==> config.mk <==
export PLATFORM = sky130hd
export DESIGN_NAME = mux_key_with_default
export DESIGN_NICKNAME = d
export VERILOG_FILES = /design/src/rtl/mux_key_with_default.sv
export SDC_FILE = /design/constraint.sdc
export NUM_CORES = 1
export LEC_CHECK = 0
export ABC_CLOCK_PERIOD_IN_PS = 1000
export BUFFER_PORTS_ARGS = -buffer_cell sky130_fd_sc_hd__buf_2
export CORE_AREA = 2 2 39 41
export DETAILED_ROUTE_END_ITERATION = 10
export DIE_AREA = 0 0 41 43
export PLACE_DENSITY = 0.42
export SYNTH_ARGS = -nofsm -noshare
export SYNTH_HDL_FRONTEND = slang
export SYNTH_SLANG_ARGS = --single-unit
==> constraint.sdc <==
create_clock -name clk -period 1 [get_ports clk]
set_clock_uncertainty 0.2 [all_clocks]
set_input_delay 0.05 -clock clk [delete_from_list [all_inputs] [get_ports clk]]
set_output_delay 0.05 -clock clk [all_outputs]
set_load 0.005 [all_outputs]
==> src/rtl/mux_key_with_default.sv <==
// mux_key_with_default: keyed lookup multiplexer with default value.
//
// Compares `key` against NR_KEY packed (key, data) pairs in `lut`. The result
// is the data of the lowest-index matching pair, or `default_out` when no pair
// matches. The selection is combinational with zero latency. A registered copy
// of the result and of the hit flag is loaded on enabled clock edges.
//
// Optional feature macro: MUXKEY_MULTI_HIT_EN
//   defined   - multi_hit flags two or more matching pairs. A simulation-only
//               warning is printed on each unreset rising edge that sees it.
//   undefined - multi_hit is tied to 0.
//
// Ports:
//   clk         in   rising-edge clock
//   rst         in   asynchronous reset, active-high (clears out_q/hit_q)
//   en          in   load enable for out_q/hit_q
//   key         in   [KEY_LEN-1:0] lookup key
//   default_out in   [DATA_LEN-1:0] value driven when no pair matches
//   lut         in   [NR_KEY*(KEY_LEN+DATA_LEN)-1:0] packed pairs. Pair i is at
//                    [PAIR_LEN*(i+1)-1 : PAIR_LEN*i], with the key in its upper
//                    KEY_LEN bits and the data in its lower DATA_LEN bits.
//   out         out  [DATA_LEN-1:0] combinational selected value
//   hit         out  combinational: at least one pair matched
//   out_q       out  [DATA_LEN-1:0] registered out
//   hit_q       out  registered hit
//   multi_hit   out  combinational: two or more pairs matched (feature only)
module mux_key_with_default #(
  parameter int unsigned NR_KEY   = 2,
  parameter int unsigned KEY_LEN  = 1,
  parameter int unsigned DATA_LEN = 1
) (
  input  logic                                   clk,
  input  logic                                   rst,
  input  logic                                   en,
  input  logic [KEY_LEN-1:0]                     key,
  input  logic [DATA_LEN-1:0]                    default_out,
  input  logic [NR_KEY*(KEY_LEN+DATA_LEN)-1:0]   lut,
  output logic [DATA_LEN-1:0]                    out,
  output logic                                   hit,
  output logic [DATA_LEN-1:0]                    out_q,
  output logic                                   hit_q,
  output logic                                   multi_hit
);

  localparam int unsigned PairLen = KEY_LEN + DATA_LEN;

  logic [NR_KEY-1:0] match;

  always_comb begin
    match = '0;
    for (int unsigned i = 0; i < NR_KEY; i++) begin
      match[i] = (lut[PairLen*i + DATA_LEN +: KEY_LEN] == key);
    end
  end

  // Walk from the highest index down so the lowest-index match is written last
  // and wins. Data is selected, never ORed, when several pairs match.
  always_comb begin
    out = default_out;
    for (int i = int'(NR_KEY) - 1; i >= 0; i--) begin
      if (match[i]) begin
        out = lut[PairLen*i +: DATA_LEN];
      end
    end
  end

  assign hit = |match;

  always_ff @(posedge clk or posedge rst) begin
    if (rst) begin
      out_q <= '0;
      hit_q <= 1'b0;
    end else if (en) begin
      out_q <= out;
      hit_q <= hit;
    end
  end

`ifdef MUXKEY_MULTI_HIT_EN
  localparam logic [NR_KEY-1:0] One = 1;

  // Clearing the lowest set bit leaves something only if two or more bits were set.
  assign multi_hit = |(match & (match - One));

`ifndef SYNTHESIS
  always @(posedge clk) begin
    if (!rst && multi_hit) begin
      $warning("mux_key_with_default: multiple pairs match key %h, lowest index used", key);
    end
  end
`endif
`else
  assign multi_hit = 1'b0;
`endif

endmodule

## After elaboration in Yosys (flattened, before gate mapping)

Cells that the tools add are included.

| storage, ports and cells | value |
|---|---|
| register bits | 2 |
| input port bits | 9 |
| output and inout bits | 5 |
| word-level logic and storage cells | 7 |

| cells by class | value |
|---|---|
| equal/unequal tests | 2 |
| muxes and demuxes | 2 |
| reductions and logical operators | 1 |

Operators with widths:

| cell | count |
|---|---|
| 1-bit equality test | 2 |
| 1-bit two-way mux | 2 |
| 2-bit OR reduction | 1 |

## Longest topological paths before layout

| logic depth | value |
|---|---|
| word-level depth | 3 |
| gate-level depth with buffers | 3 |

## Least setup slack after synthesis

OpenSTA, ideal clock, no wires.

| path | value |
|---|---|
| kind | flip-flop to flip-flop |
| start | reg, netlist name hit_q |
| end | reg hit_q |
| setup time | 125 ps |
| arrival | 612 ps |
| path slack | 63 ps |
| stages on the path, launching flop included | 2 |
| buffers on the path | 0 |
| period minus slack after synthesis | 937 ps |
| cell sequence | dfrtp_1 > mux2_2 |

RTL lines:

| item | line | source |
|---|---|---|
| end signal: assignment | 75 | `hit_q <= hit;` |
| end: declaration | 41 | `output logic hit_q,` |

## Final worst setup path

| path | value |
|---|---|
| start | in lut[3] |
| end | out out |

| between the ends | value |
|---|---|
| cells in the longest elaborated chain, start to end | 3 |

Ends and longest elaborated chain:

| item | line | source |
|---|---|---|
| start: declaration | 37 | `input logic [NR_KEY*(KEY_LEN+DATA_LEN)-1:0] lut,` |
| 1-bit equality test | 52 | `match[i] = (lut[PairLen*i + DATA_LEN +: KEY_LEN] == key);` |
| 1-bit two-way mux (2 in series) | 61 | `if (match[i]) begin` |
| end: declaration | 38 | `output logic [DATA_LEN-1:0] out,` |

No other way between the ends.

==> flow_summary.json <==
{
  "grt-ovfl-total": 0,
  "final_nets": 48,
  "peakVddDrop_uv": 208,
  "dp_hpwl_microns": 400,
  "yosys.area.top_type": "dfrtp_1",
  "regArea_sq_um": 50.0,
  "power_density_mw_per_mm2": 1110,
  "multi_input_area_sq_um": 128,
  "synthSimpleGateAreaFrac_pct": 32.1,
  "synth_fa_ha_area_share_pct": 0,
  "die_w_microns": 41,
  "synth_area_per_cell_sq_um": 9.31,
  "clock.fmax_mhz": 940,
  "status": "complete, but fails checks",
  "cts_hold_buf": 1,
  "ys_top_cells_by_count": "2 x dfrtp_1, 2 x nor2_1",
  "setup_viol": 1,
  "antenna_found_initial": 0,
  "fillers": 154,
  "core_sq_mm": 0.00138,
  "path_class": "primary input to output pin",
  "rows": 14,
  "vias_per_cell": 3.81,
  "synthTopCellsByArea": "dfrtp_1 30%, o32ai_2 9.7%, nor3b_2 7.5%",
  "p_leak_nw": 0.163,
  "rrSetupSlack_ns": 0.07,
  "syn_area_sq_um": 168,
  "drt_iter0_markers": 0,
  "dp.cells": 47,
  "hold_class": "primary input to register",
  "die_y_microns": 43,
  "wl_per_cell_microns": 9.94,
  "fin_setup_tns_ns": -0.0643,
  "clk_pin_slew_worst_paths_ns": 0.03,
  "drc": 0,
  "hold_viol": 2,
  "r2r_cells": 1,
  "io_pins": 14,
  "worstSetupStartpoint": "lut[3]",
  "grt_max_degree": 7,
  "antenna-diode-count": 0,
  "synth_seq_area_share_pct": 29.9,
  "vias": 202,
  "synth_top_family_by_area": "simple AND/OR/NAND/NOR gates",
  "cts-root-buf": "clkbuf_4",
  "finalPower_mw": 0.381,
  "synth_nets": 27,
  "crit_required_ns": 0.75,
  "cts_buffer_depth": 2,
  "cts_tree": "yes",
  "instances_no_fill": 53,
  "reg2reg_from": "hit_q",
  "synth_top_area_share_pct": 29.9,
  "synth_compound_area_share_pct": 22.4,
  "synth_edf_count": 0,
  "cts.sinks": 2,
  "grt_pass1_wl_microns": 779,
  "whs_ns": -0.144,
  "dieArea_sq_mm": 0.00176,
  "ys_ff_latch": 2,
  "setup_ws_ns": -0.0643,
  "cp-end-kind": "output pin",
  "track_usage_pct": 7.31,
  "synthMuxAreaShare_pct": 6.72,
  "h-tree-depth": 1,
  "grt_setup_unrepaired": "true",
  "violations": "hold timing, setup timing",
  "synth-xor-area-share_pct": 0,
  "worst_ep_arrival_time_ns": 0.81,
  "clock_latency_ns": 0.22,
  "ys.warnings.count": 0,
  "ys_async_sr_fraction_pct": 100,
  "worstSetupEndpoint": "out",
  "gp_congestion": 0.614,
  "period_share_pct": 106,
  "slew_violations": 0,
  "drtPass1Iterations": 1,
  "final_antenna_net_count": 0,
  "cp-start-kind": "primary input",
  "floorplan.initialDensity_pct": 12.1,
  "cts_made_buffers": 3,
  "routed_wl_microns": 527,
  "syn_to_final_growth_pct": 104,
  "crit_fanout": 4,
  "yosys.cell_types.count": 16,
  "synth_top_flop_cell": "dfrtp_1",
  "timing.rr.end": "hit_q",
  "syn_inst": 18,
  "maxCapViolations": 0,
  "drive_gt1_share_pct": 67.6,
  "grt_pass1_vias": 204,
  "dpl_worst_slack_ns": -0.108,
  "min_period_ns": 1.06,
  "io_buffers": 12
}
[cell usage in the layout (no fill, tap or decap), types with 2 or more instances in the layout]
cell type  n
buf_4      5
dfrtp_1    2
clkbuf_4   3
buf_2      9
nor2_1     2
nor3b_2    2
[how the worst min path moves through the flow]
stage	start	end	cells after the start
after global placement	rst	hit_q	2
after CTS	en	out_q	2
final	en	out_q	2
after detailed placement	rst	out_q	2
after floorplan	rst	hit_q	1
after global routing	en	out_q	2
[kinds of logic (layout without fill, tap and decap cells)]
logic type             Yosys count  after routing
AND/OR/NAND/NOR                  8              8
buffers and inverters            2             21
multiplexers                     1              1
AO/OA/AOI/OAI                    4              4
other                            1              1
flip-flops                       2              2
[cell type report]
class                           instances  share of cell area (%)
Timing Repair Buffer                   17                    34.7
Multi-Input combinational cell         14                    37.2
Clock buffer                            3                    6.57
Inverter                                1                    1.09
Tap cell                               16                    5.84
Sequential cell                         2                    14.6
[through the flow]
step                      util, %  hold WS (ns)  cell area (sq um)
after floorplan                 -        -0.409                168
after global placement       18.4        -0.292                255
after detailed placement     18.4        -0.299                255
after CTS                    24.6        -0.150                340
after global routing         24.8        -0.134                343
final                        24.8        -0.144                343
[critical path, cell delays in order]
cell     delay [ns]
buf_4          0.13
and3_4         0.15
o32ai_4        0.26
nand2_1        0.09
buf_2          0.13
[state kept, by name, indices dropped and copies added, names as in the netlist]
register,count
hit_q,1
out_q,1
[metal layers]
layer  share of wire [%]  global-route usage, %  vias up
met2                  40                   9.06       14
li1                    -                      -      102
met1                  42                   8.31       84
met3                  17                   4.71        2
met5                   0                      0        -
met4                 1.1                   6.00        0
[what timing repair did]
action / 4_1_cts / 5_1_grt
pin swaps: 2 / 3
setup buffers: 2 / 0
gates resized for setup: 8 / 1
setup endpoints to repair: 1 / 2
endpoints found under the hold margin: 4 / 2
[report_power, final]
part | leakage [nW] | internal (mW) | switching, mW | total [mW]
Sequential | 0.0213 | 0.0909 | 0.00359 | 0.0945
Clock | 0.0138 | 0.132 | 0.0380 | 0.170
Combinational | 0.128 | 0.0719 | 0.0452 | 0.117
No activity file was read; power rests on OpenSTA's default activity.
